### src/rtl/dmem_arbiter.sv
// Two-requester arbiter for a single-port data memory with combinational read.
// m0 (CPU) has priority; m1 (PDU) is promoted for one cycle after STARVE_MAX consecutive denials.
module dmem_arbiter #(
   parameter int ADDR_W     = 9,
   parameter int DATA_W     = 32,
   parameter int STARVE_MAX = 4
) (
   input  logic              clk,
   input  logic              rst,
   input  logic              m0_req,
   input  logic              m0_we,
   input  logic [ADDR_W-1:0] m0_addr,
   input  logic [DATA_W-1:0] m0_wdata,
   output logic              m0_gnt,
   output logic              m0_rvalid,
   output logic [DATA_W-1:0] m0_rdata,
   input  logic              m1_req,
   input  logic              m1_we,
   input  logic [ADDR_W-1:0] m1_addr,
   input  logic [DATA_W-1:0] m1_wdata,
   output logic              m1_gnt,
   output logic              m1_rvalid,
   output logic [DATA_W-1:0] m1_rdata,
   output logic [ADDR_W-1:0] mem_addr,
   output logic              mem_we,
   output logic [DATA_W-1:0] mem_wdata,
   input  logic [DATA_W-1:0] mem_rdata,
   output logic [1:0]        owner,
   output logic [15:0]       m0_gcnt,
   output logic [15:0]       m1_gcnt
);

   localparam int SW = (STARVE_MAX < 1) ? 1 : $clog2(STARVE_MAX + 1);
   localparam logic [SW-1:0] STARVE_LIM = SW'(STARVE_MAX);

   typedef enum logic [1:0] {
      OWN_NONE = 2'd0,
      OWN_M0   = 2'd1,
      OWN_M1   = 2'd2
   } own_e;

   own_e              own_q, own_d;
   logic [SW-1:0]     starve_q, starve_d;
   logic              m0_rvalid_q, m0_rvalid_d;
   logic              m1_rvalid_q, m1_rvalid_d;
   logic [DATA_W-1:0] m0_rdata_q, m0_rdata_d;
   logic [DATA_W-1:0] m1_rdata_q, m1_rdata_d;
   logic [15:0]       m0_gcnt_q, m0_gcnt_d;
   logic [15:0]       m1_gcnt_q, m1_gcnt_d;

   function automatic logic [15:0] sat_inc16(input logic [15:0] v, input logic en);
      if (en && (v != 16'hFFFF)) begin
         sat_inc16 = v + 16'd1;
      end else begin
         sat_inc16 = v;
      end
   endfunction

   // Grant selection; reset suppresses every grant so nothing reaches memory
   always_comb begin
      m0_gnt = 1'b0;
      m1_gnt = 1'b0;
      if (rst) begin
         if (m1_req && (starve_q == STARVE_LIM)) begin
            m1_gnt = 1'b1;
         end else if (m0_req) begin
            m0_gnt = 1'b1;
         end else if (m1_req) begin
            m1_gnt = 1'b1;
         end else begin
            m0_gnt = 1'b0;
            m1_gnt = 1'b0;
         end
      end else begin
         m0_gnt = 1'b0;
         m1_gnt = 1'b0;
      end
   end

   // Memory port mux; idle port is driven to all zeros
   always_comb begin
      mem_addr  = {ADDR_W{1'b0}};
      mem_we    = 1'b0;
      mem_wdata = {DATA_W{1'b0}};
      if (m0_gnt) begin
         mem_addr  = m0_addr;
         mem_we    = m0_we;
         mem_wdata = m0_wdata;
      end else if (m1_gnt) begin
         mem_addr  = m1_addr;
         mem_we    = m1_we;
         mem_wdata = m1_wdata;
      end else begin
         mem_addr  = {ADDR_W{1'b0}};
         mem_we    = 1'b0;
         mem_wdata = {DATA_W{1'b0}};
      end
   end

   // Next-state for owner FSM, starvation counter, read return and grant counters
   always_comb begin
      own_d       = OWN_NONE;
      starve_d    = {SW{1'b0}};
      m0_rvalid_d = m0_gnt & ~m0_we;
      m1_rvalid_d = m1_gnt & ~m1_we;
      m0_rdata_d  = m0_rdata_q;
      m1_rdata_d  = m1_rdata_q;
      m0_gcnt_d   = sat_inc16(m0_gcnt_q, m0_gnt);
      m1_gcnt_d   = sat_inc16(m1_gcnt_q, m1_gnt);

      case ({m1_gnt, m0_gnt})
         2'b01:   own_d = OWN_M0;
         2'b10:   own_d = OWN_M1;
         default: own_d = OWN_NONE;
      endcase

      if (m1_req && !m1_gnt) begin
         if (starve_q == STARVE_LIM) begin
            starve_d = starve_q;
         end else begin
            starve_d = starve_q + SW'(1);
         end
      end else begin
         starve_d = {SW{1'b0}};
      end

      if (m0_rvalid_d) begin
         m0_rdata_d = mem_rdata;
      end else begin
         m0_rdata_d = m0_rdata_q;
      end
      if (m1_rvalid_d) begin
         m1_rdata_d = mem_rdata;
      end else begin
         m1_rdata_d = m1_rdata_q;
      end
   end

   // State registers with synchronous active-low reset
   always_ff @(posedge clk) begin
      if (!rst) begin
         own_q       <= OWN_NONE;
         starve_q    <= {SW{1'b0}};
         m0_rvalid_q <= 1'b0;
         m1_rvalid_q <= 1'b0;
         m0_rdata_q  <= {DATA_W{1'b0}};
         m1_rdata_q  <= {DATA_W{1'b0}};
         m0_gcnt_q   <= 16'd0;
         m1_gcnt_q   <= 16'd0;
      end else begin
         own_q       <= own_d;
         starve_q    <= starve_d;
         m0_rvalid_q <= m0_rvalid_d;
         m1_rvalid_q <= m1_rvalid_d;
         m0_rdata_q  <= m0_rdata_d;
         m1_rdata_q  <= m1_rdata_d;
         m0_gcnt_q   <= m0_gcnt_d;
         m1_gcnt_q   <= m1_gcnt_d;
      end
   end

   // A read launched just before reset must not surface while reset is held
   assign m0_rvalid = m0_rvalid_q & rst;
   assign m1_rvalid = m1_rvalid_q & rst;
   assign m0_rdata  = m0_rdata_q;
   assign m1_rdata  = m1_rdata_q;
   assign owner     = own_q;
   assign m0_gcnt   = m0_gcnt_q;
   assign m1_gcnt   = m1_gcnt_q;

endmodule
### config.mk
export PLATFORM = sky130hd
export DESIGN_NAME = dmem_arbiter
export DESIGN_NICKNAME = d
export VERILOG_FILES = /design/src/rtl/dmem_arbiter.sv
export SDC_FILE = /design/constraint.sdc
export NUM_CORES = 1
export LEC_CHECK = 0
export ABC_AREA = 1
export BUFFER_PORTS_ARGS = -buffer_cell sky130_fd_sc_hd__buf_2
export CAP_MARGIN = 10
export CORE_MARGIN = 1.5
export CORE_UTILIZATION = 40
export CTS_CLUSTER_SIZE = 28
export DETAILED_ROUTE_END_ITERATION = 10
export MAX_ROUTING_LAYER = met4
export PLACE_DENSITY = 0.73
export SYNTH_ARGS = -nofsm -noshare
export SYNTH_HDL_FRONTEND = slang
export SYNTH_SLANG_ARGS = --single-unit
### constraint.sdc
create_clock -name clk -period 1.9 [get_ports clk]
set_input_delay 0.38 -clock clk [delete_from_list [all_inputs] [get_ports clk]]
set_output_delay 0.38 -clock clk [all_outputs]
set_load 0.005 [all_outputs]
==> impl_metrics.py, run 1 <==
metrics = {
    "min_path": {
        "min_path_cells": 3,
        "min_from": "mem_rdata[22]",
        "hold_path.class": "primary input to flip-flop",
    },
    "critical_path": {
        "end_kind": "primary output",
        "worstReg2RegStart": "starve_q[1]",
        "r2r_cells": 11,
        "worstPathArrival_ns": 1.67,
        "critical_path_required_ns": 1.52,
        "cp_top_family": "buffers and inverters",
        "path_class": "flip-flop to primary output",
        "critPathSlowestCell": "dfxtp_2",
        "cp_slowest_stage_delay_ns": 0.32,
        "critPathBufInv": 4,
        "critPathMaxFanout": 24,
        "crit_cells": 8,
        "worstSetupStartpoint": "starve_q[1]",
        "path_cells": "inv_2 -> ha_4 -> nand3_4 -> nand2_4 -> inv_6 -> buf_12 -> a22o_1 -> buf_2",
        "crit_path_start_kind": "flip-flop",
    },
    "pwr": {
        "powerDensity_mw_per_mm2": 683.2,
        "pwr-share-comb": 0.124,
        "pwr-share-clk": 0.387,
        "p_seq_frac": 0.489,
        "p_sw_uw": 1149,
        "p_int_uw": 3417,
        "leakage_uw": 0.003254,
        "ir_drop_mv": 0.5889,
        "netSwitchingFraction": 0.2517,
    },
    "global_routing": {
        "grt.overflow.total": 0,
        "grtUsageTotal": 0.2308,
        "grt_start_max_net_pins": 45,
        "first_global_vias": 4612,
        "antenna_found_initial": 0,
        "grt_pass1_wl_mm": 22.96,
    },
    "sta": {
        "fin_ws_ns": -0.1502,
        "rsz0062_at_grt": "yes",
        "slew_violations": 0,
        "fin_crit_sh": 1.079,
        "fmax_ghz": 0.4878,
        "clock_skew_ns": 0.005742,
        "tightest_slew_ns": 0.3663,
        "hold_viol": 0,
        "finalSetupViolCount": 42,
        "min_period_ns": 2.050,
        "timing.slew.headroom": 0.7558,
    },
    "clocking": {
        "numClockSinks": 103,
        "clk_latency_ns": 0.35,
        "cts_tree": "yes",
        "root_buffer": "clkbuf_16",
        "clk_pin_slew_ns": 0.07,
        "cts.path.max_buffers": 2,
        "cts-htree-levels": 3,
        "cts_made_buffers": 9,
    },
    "layout": {
        "syn_to_final_growth_pct": 37.61,
        "stdcell_count": 1069,
        "fin_nets": 1041,
        "drive_gt1_frac": 0.3688,
        "diodes": 0,
    },
    "route": {
        "vias": 5242,
        "antenna_left": 0,
        "drt-total-wl_mm": 15.03,
        "dr.pass1.iters": 5,
        "viasPerCell": 4.904,
        "wl_per_cell_um": 14.06,
        "drtIter0Drc": 298,
        "drc": 0,
    },
    "synth": {
        "synth.avg_cell_area_um2": 7.370,
        "synth_fp_nets": 783,
        "ys_warn_count": 0,
        "synthAdderAreaFrac": 0.01030,
        "synth-xor-area-share": 0.003606,
        "muxShareOfSynthArea": 0,
        "synth_flop_cell": "dfxtp_1",
        "synth_top_area_frac": 0.4245,
        "synth_seq_cells": 103,
        "synth_top_family_by_area": "simple AND/OR/NAND/NOR gates",
        "synth_cell_type_count": 38,
        "netlist_top_cells_area": "dfxtp_1 42%, nand2_1 16%, a21oi_1 8.9%",
        "synthArstFlopShare": 0,
        "synth-compound-area-share": 0.1716,
        "yosys.cell_count.top_type": "nand2_1",
        "ys_seq_area_frac": 0.4245,
        "yosys.area.top_type": "dfxtp_1",
        "synth-simple-area-share": 0.3040,
        "synth_cells": 659,
        "synthTopCellsByCount": "203 x nand2_1, 103 x dfxtp_1, 86 x a21oi_1, 70 x nor2_1, 41 x a22o_1",
        "syn_area_mm2": 0.004857,
        "synth_edf_count": 0,
    },
    "floorplan": {
        "die-height_um": 113.2,
        "die-area_mm2": 0.01281,
        "fp-row-count": 40,
        "pin_count": 264,
        "core_area_mm2": 0.01191,
        "initial_utilization": 0.4078,
        "fp.dieW_um": 113.2,
    },
    "placement": {
        "gp_congestion": 0.8753,
        "portBuffers": 263,
        "post-place-ws_ns": -0.01315,
        "dp_hpwl_mm": 11.07,
        "dp_cells": 1048,
    },
    "flow_run": {
        "drv_cap": 0,
    },
    "run_status": {
        "violations": "setup timing",
        "outcome": "finished, violations left",
    },
}
worst register-to-register path, cell delays in order (launching register included):
cell     delay, ns
dfxtp_2       0.32
inv_2         0.07
ha_4          0.16
nand2_2       0.08
nand2_2       0.09
nand2_4       0.10
buf_12        0.14
buf_4         0.19
nor2_2        0.22
nand3_1       0.09
and2_1        0.14
nor2_1        0.10
cell type report:
cell class	count	area (um2)
Fill cell	1167	5228
Clock buffer	10	239.0
Sequential cell	103	2064
Inverter	37	167.7
Clock inverter	6	43.79
Tap cell	147	183.9
Timing Repair Buffer	283	1574
Multi-Input combinational cell	483	2411
cells in the final DEF, fill, tap and decap left out, types with 2 or more instances in the layout:
cell	netlist	final
buf_2	8	263
nand2_1	203	202
dfxtp_1	103	101
a21oi_1	86	86
nor2_1	70	70
a22o_1	41	41
nand3_1	36	35
inv_1	29	26
buf_4	5	12
clkbuf_16	0	9
nor2_2	8	8
buf_12	0	7
nand2_2	5	6
inv_2	3	5
nand4_1	5	5
clkinv_2	2	4
nand2_4	4	4
inv_6	0	3
and2_1	3	3
o21ai_0	3	3
ha_1	4	3
nand3_4	1	2
clkinv_4	1	2
a21oi_2	2	2
dfxtp_2	0	2
flip-flops by register name, indices dropped and copies added (netlist names):
signal / count
m0_rdata: 32
m1_gcnt: 16
m1_rdata: 32
m0_gcnt: 16
m1_rvalid_q: 1
m0_rvalid_q: 1
owner: 2
starve_q: 3
per-stage QoR:
stage	area, um2	hold WS [ns]	setup TNS [ns]	total power [uW]	util
detailed placement	6276	0.4393	-0.04124	2827	0.5269
global route	6684	0.2761	-7.087	4752	0.5611
global placement	6276	0.4398	0	2823	0.5269
floorplan	4857	0.4173	0	2533	-
CTS	6674	0.2721	-4.943	4609	0.5603
finish	6684	0.2786	-4.659	4567	0.5611
power by group through the flow:
stage	Sequential, uW	Clock [uW]	Combinational (uW)
floorplan	2280	0	248
global placement	2280	0	543
detailed placement	2280	0	545
CTS	2230	1810	567
global route	2240	1900	615
finish	2230	1770	566
path summary, 6_finish.rpt:
path             endpoint  slack, ns
max           mem_addr[5]      -0.15
min          m1_rdata[22]       0.28
max reg2reg   m1_gcnt[13]       0.13
min reg2reg  m0_rdata[10]       0.46
per-layer routing:
metal  wire (um)  GRT usage  vias to the layer above  part of all wire
li1            -          -                     2678                 -
met1        6347     0.2772                     2326              0.42
met2        7269     0.3806                      216              0.48
met3        1082    0.04713                       22             0.072
met4         335    0.09167                        0             0.022
met5           0          -                        -                 0
what timing repair did:
item / 4_1_cts / 5_1_grt
hold buffers: 0 / 0
setup endpoints to repair: 75 / 43
pin swaps: 2 / 1
gates resized for setup: 18 / 2
cloned: 1 / 0
buffers inserted: 4 / 0
cells by family after synthesis:
| group | after synthesis |
|---|---|
| buffers and inverters | 73 |
| xor gates and xnor gates | 2 |
| and+or+nand+nor | 343 |
| AOI/OAI and AO/OA | 134 |
| adders and majority gates | 4 |
| DFF | 103 |
No activity file was read; power rests on OpenSTA's default activity.
==> run 2, diff against run 1 <==
--- a/config.mk
+++ b/config.mk
@@ -9,11 +9,12 @@
 export BUFFER_PORTS_ARGS = -buffer_cell sky130_fd_sc_hd__buf_2
 export CAP_MARGIN = 10
 export CORE_MARGIN = 1.5
-export CORE_UTILIZATION = 40
+export CORE_UTILIZATION = 46
+export CTS_BUF_LIST = sky130_fd_sc_hd__clkbuf_8
 export CTS_CLUSTER_SIZE = 28
 export DETAILED_ROUTE_END_ITERATION = 10
 export MAX_ROUTING_LAYER = met4
-export PLACE_DENSITY = 0.73
+export PLACE_DENSITY = 0.82
 export SYNTH_ARGS = -nofsm -noshare
 export SYNTH_HDL_FRONTEND = slang
 export SYNTH_SLANG_ARGS = --single-unit
==> run 2 against run 1 <==
  * The run still ends with setup timing left
  * Cell count fell by 0.37%
  * Total power fell by 8.7%
  * Combinational power rose by 1%
  * Critical path type unchanged
==> impl_metrics.py, run 2 (synthesized netlist as in run 1, its figures left out) <==
metrics = {
    "route": {
        "dr_wl_met2_mm": 6.859,
        "drc": 0,
        "dr_wl_met3_mm": 1.107,
        "drt-met1-wl_mm": 6.397,
        "dr.pass1.iters": 4,
        "vias": 5312,
        "wl_per_cell_um": 13.74,
        "antenna_left": 0,
        "top_layer": "met4",
        "drtIter0Drc": 263,
        "viasPerCell": 4.988,
        "drt-total-wl_mm": 14.64,
    },
    "floorplan": {
        "fp.dieW_um": 105.8,
        "initial_utilization": 0.4726,
        "pin_count": 264,
        "die-area_mm2": 0.01118,
        "die-height_um": 105.8,
        "core_area_mm2": 0.01028,
        "fp-row-count": 37,
    },
    "critical_path": {
        "path_class": "flip-flop to primary output",
        "critPathMaxFanout": 11,
        "worstSetupEndpoint": "mem_addr[5]",
        "cp_slowest_stage_delay_ns": 0.35,
        "r2r_cells": 11,
        "worstReg2RegStart": "starve_q[1]",
        "crit_path_start_kind": "flip-flop",
        "r2r_slack_ns": 0.19,
        "worstPathArrival_ns": 1.71,
        "critical_path_required_ns": 1.52,
        "critPathSlowestCell": "dfxtp_2",
        "worstSetupStartpoint": "starve_q[1]",
        "rr_endpoint": "m1_gcnt[13]",
        "critPathMostFrequentCell": "nand2_2",
        "path_cells": "inv_2 -> ha_4 -> nand2_2 -> nand2_2 -> nand2_4 -> inv_8 -> clkbuf_16 -> a22o_1 -> buf_2",
        "end_kind": "primary output",
    },
    "sta": {
        "timing.slew.headroom": 0.7984,
        "fin_ws_ns": -0.1904,
        "fin_crit_sh": 1.100,
        "min_period_ns": 2.090,
        "hold_viol": 0,
        "slew_violations": 0,
        "clock_skew_ns": 0.01631,
        "rsz0062_at_grt": "yes",
        "holdWs_ns": 0.2577,
        "finalSetupViolCount": 43,
        "fmax_ghz": 0.4784,
        "tightest_slew_ns": 0.3012,
    },
    "pwr": {
        "powerDensity_mw_per_mm2": 625.4,
        "leakage_uw": 0.003253,
        "pwr-share-clk": 0.327,
        "p_seq_frac": 0.535,
        "netSwitchingFraction": 0.2710,
        "ir_drop_mv": 0.4555,
        "p_int_uw": 3039,
        "p_sw_uw": 1130,
        "pwr-share-comb": 0.137,
    },
    "clocking": {
        "cts.path.max_buffers": 2,
        "root_buffer": "clkbuf_8",
        "cts_hold_buffers": 0,
        "clk_pin_slew_ns": 0.12,
        "cts_tree": "yes",
        "cts-htree-levels": 3,
        "numClockSinks": 103,
        "clk_latency_ns": 0.36,
        "cts_made_buffers": 9,
    },
    "global_routing": {
        "grtUsageTotal": 0.2560,
        "grt.overflow.total": 0,
        "first_global_vias": 4588,
        "grt_start_max_net_pins": 42,
        "grt_pass1_wl_mm": 22.47,
        "antenna_found_initial": 0,
    },
    "run_status": {
        "outcome": "finished, violations left",
        "violations": "setup timing",
    },
    "layout": {
        "final_common_cell": "buf_2",
        "final_cell_mix": "262 x buf_2, 202 x nand2_1, 101 x dfxtp_1, 86 x a21oi_1, 70 x nor2_1",
        "final_area_mm2": 0.006665,
        "fin_nets": 1048,
        "syn_to_final_growth_pct": 37.22,
        "drive_gt1_frac": 0.3735,
        "diodes": 0,
    },
    "placement": {
        "post_dp_cell_area_mm2": 0.006295,
        "portBuffers": 263,
        "post-place-ws_ns": 0.05445,
        "dp_hpwl_mm": 10.79,
        "gp_congestion": 0.8588,
    },
    "min_path": {
        "hold_path.class": "primary input to flip-flop",
    },
    "flow_run": {
        "drv_cap": 0,
    },
}
==> run 2: changes by cell type in the layout (fill, tap and decap cells not counted), sizes merged <==
| cell | change |
|---|---|
| buf | +6 |
| clkbuf | +1 |
| clkinv | +1 |
| clkinvlp | -1 |
==> run 2: cell type report <==
type	instances	area, um2
timing repair buffer	290	1663
clock inverter	6	62.56
multi-input combinational	483	2411
inverter	37	156.4
sequential	103	2064
fill	931	3612
tap	136	170.2
clock buffer	10	137.6
==> run 2: worst min-delay path by stage <==
| stage | startpoint | to | depth (start not counted) |
|---|---|---|---|
| floorplan | starve_q[0] | starve_q[0] | 1 |
| global route | mem_rdata[27] | m1_rdata[27] | 3 |
| CTS | mem_rdata[11] | m1_rdata[11] | 3 |
| detailed placement | m1_rdata[23] | m1_rdata[23] | 2 |
| global placement | starve_q[0] | starve_q[0] | 1 |
| finish | mem_rdata[12] | m0_rdata[12] | 3 |
==> run 2: what timing repair did <==
action                                  CTS  global route
cloned                                    1             1
gates resized for setup                  12             3
hold endpoints to repair                  0             0
buffers inserted                          6             4
pin swaps                                 3             5
endpoints found under the setup margin   44            55
==> run 2: stage by stage <==
| stage | setup TNS (ns) | total power, uW | util | cells |
|---|---|---|---|---|
| 2_1_floorplan | 0 | 2533 | - | 659 |
| 3_3_place_gp | 0 | 2821 | 0.6125 | 1038 |
| 3_5_place_dp | 0 | 2825 | 0.6125 | 1038 |
| 4_1_cts | -6.256 | 4196 | 0.6423 | 1061 |
| 5_1_grt | -9.933 | 4359 | 0.6485 | 1065 |
| 6_report | -6.782 | 4168 | 0.6485 | 1065 |
==> run 2: power groups by stage <==
stage                     logic (uW)  clock network, uW  registers [uW]
after floorplan                  248                  0            2280
after global placement           542                  0            2280
after detailed placement         544                  0            2280
after CTS                        561               1400            2230
after global routing             623               1500            2240
final                            572               1360            2230
==> run 2: critical path: cells and delay by family, from the launching register on <==
family	cells	cell delay, ns
adder cells (fa/ha/maj)	1	0.16
AO/OA/AOI/OAI	1	0.19
flip-flops	1	0.35
AND/OR/NAND/NOR	3	0.25
buffers and inverters	4	0.41
==> run 2: layer usage <==
metal	vias to the layer above	global-route usage
li1	2686	-
met1	2380	0.3329
met2	228	0.3975
met3	18	0.04824
met4	0	0.09266
met5	-	-
==> run 3, diff against run 2 <==
--- a/config.mk
+++ b/config.mk
@@ -15,6 +15,7 @@
 export DETAILED_ROUTE_END_ITERATION = 10
 export MAX_ROUTING_LAYER = met4
 export PLACE_DENSITY = 0.82
+export SETUP_SLACK_MARGIN = 0.02
 export SYNTH_ARGS = -nofsm -noshare
 export SYNTH_HDL_FRONTEND = slang
 export SYNTH_SLANG_ARGS = --single-unit
==> run 3 against run 2 <==
  * The run still ends with setup timing left
  * Global-route usage stayed put
  * Clock power about the same
  * Combinational power is essentially flat
  * Clock skew increased by 0.00091 ns
  * Count of clock-buffer cells in the layout stayed put
  * Die area is the same
  * Hold slack barely moved
  * Critical endpoint unchanged
  * Largest cell class unchanged
==> impl_metrics.py, run 3 (synthesized netlist as in run 1, its figures left out) <==
metrics = {
    "clocking": {
        "root_buffer": "clkbuf_8",
        "cts.path.max_buffers": 2,
        "numClockSinks": 103,
        "cts_made_buffers": 9,
        "clk_latency_ns": 0.36,
        "clk_pin_slew_ns": 0.12,
        "cts-htree-levels": 3,
        "cts_tree": "yes",
    },
    "route": {
        "dr.pass1.iters": 5,
        "vias": 5323,
        "wl_per_cell_um": 13.74,
        "drtIter0Drc": 255,
        "drc": 0,
        "antenna_left": 0,
        "drt-total-wl_mm": 14.64,
        "viasPerCell": 4.998,
    },
    "floorplan": {
        "core_area_mm2": 0.01028,
        "die-area_mm2": 0.01118,
        "initial_utilization": 0.4726,
        "pin_count": 264,
        "fp-row-count": 37,
        "die-height_um": 105.8,
        "fp.dieW_um": 105.8,
    },
    "layout": {
        "final_cell_mix": "262 x buf_2, 202 x nand2_1, 101 x dfxtp_1, 86 x a21oi_1, 70 x nor2_1",
        "fin_nets": 1048,
        "drive_gt1_frac": 0.3735,
        "final_area_mm2": 0.006665,
        "final_common_cell": "buf_2",
        "diodes": 0,
        "syn_to_final_growth_pct": 37.22,
    },
    "sta": {
        "min_period_ns": 2.087,
        "holdWs_ns": 0.2579,
        "tns_ns": -6.680,
        "clock_skew_ns": 0.01721,
        "fin_crit_sh": 1.099,
        "timing.slew.headroom": 0.7984,
        "hold_viol": 0,
        "fmax_ghz": 0.4791,
        "slew_violations": 0,
        "tightest_slew_ns": 0.3012,
        "rsz0062_at_grt": "yes",
        "fin_ws_ns": -0.1874,
        "finalSetupViolCount": 43,
    },
    "placement": {
        "portBuffers": 263,
        "dp_hpwl_mm": 10.79,
        "post_dp_cell_area_mm2": 0.006295,
        "gp_congestion": 0.8588,
    },
    "pwr": {
        "leakage_uw": 0.003253,
        "powerDensity_mw_per_mm2": 625.7,
        "ir_drop_mv": 0.4554,
    },
    "critical_path": {
        "path_class": "flip-flop to primary output",
        "critPathSlowestCell": "dfxtp_2",
        "crit_path_start_kind": "flip-flop",
        "cp_slowest_stage_delay_ns": 0.35,
        "cp_top_family": "buffers and inverters",
        "critical_path_required_ns": 1.52,
        "critPathMaxFanout": 11,
        "end_kind": "primary output",
        "critPathMostFrequentCell": "nand2_2",
        "path_cells": "inv_2 -> ha_4 -> nand2_2 -> nand2_2 -> nand2_4 -> inv_8 -> clkbuf_16 -> a22o_1 -> buf_2",
        "worstPathArrival_ns": 1.71,
        "critPathBufInv": 4,
    },
    "global_routing": {
        "antenna_found_initial": 0,
        "grt_start_max_net_pins": 42,
        "first_global_vias": 4588,
        "grt_pass1_wl_mm": 22.47,
        "grtUsageTotal": 0.2560,
        "grt.overflow.total": 0,
    },
    "run_status": {
        "outcome": "finished, violations left",
        "violations": "setup timing",
    },
    "min_path": {
        "hold_path.class": "primary input to flip-flop",
    },
    "flow_run": {
        "drv_cap": 0,
    },
}
[run 3: cell counts in the layout (fill, tap and decap cells not counted)]
No cell type changed its count.
[run 3: worst reg2reg max path, cell delays in order, from the launching register on]
cell and delay [ns]:
dfxtp_2 0.34, inv_2 0.07, ha_4 0.15, nand2_2 0.06, nand2_2 0.10, nand2_4 0.08, buf_4 0.15, buf_4 0.19
nor2_2 0.21, nand3_1 0.09, and2_1 0.14, nor2_1 0.08
[run 3: routing by layer]
layer | vias up | global-route usage | wire [um]
met2 | 220 | 0.3975 | 6866
met4 | 0 | 0.09266 | 269
li1 | 2690 | - | -
met3 | 18 | 0.04824 | 1120
met1 | 2395 | 0.3329 | 6379
met5 | - | - | 0
[run 3: through the flow]
stage	utilization	std cells	worst slack, ns	power, uW
after floorplan	-	659	0.2312	2533
after global placement	0.6125	1038	0.1329	2821
after detailed placement	0.6125	1038	0.05445	2825
after CTS	0.6423	1061	-0.1801	4196
after global routing	0.6485	1065	-0.2621	4359
final	0.6485	1065	-0.1874	4170
[run 3: layout make-up]
class | instances | area, um2
fill | 931 | 3612
multi-input combinational | 483 | 2411
sequential | 103 | 2064
timing repair buffer | 290 | 1663
tap | 136 | 170.2
inverter | 37 | 156.4
clock buffer | 10 | 137.6
clock inverter | 6 | 62.56
[run 3: repair_timing]
item                                    in CTS  in global routing
endpoints found under the setup margin      44                 57
pin swaps                                    3                  5
resized for setup                           12                  3
cloned                                       1                  1
hold buffers                                 0                  0
buffers inserted                             6                  4
[run 3: where the power goes]
| part | switching (uW) | internal (uW) |
|---|---|---|
| Sequential | 26.7 | 2210 |
| Clock | 821 | 546 |
| Combinational | 284 | 287 |
[run 3: path summary, 6_finish.rpt]
check                              startpoint            to  slack, ns  cells past startpoint
worst max-delay path              starve_q[1]   mem_addr[5]      -0.19                      9
worst min-delay path            mem_rdata[12]  m0_rdata[12]       0.26                      3
worst max register to register    starve_q[1]   m1_gcnt[13]       0.20                     11
worst min register to register    m0_rdata[2]   m0_rdata[2]       0.47                      2
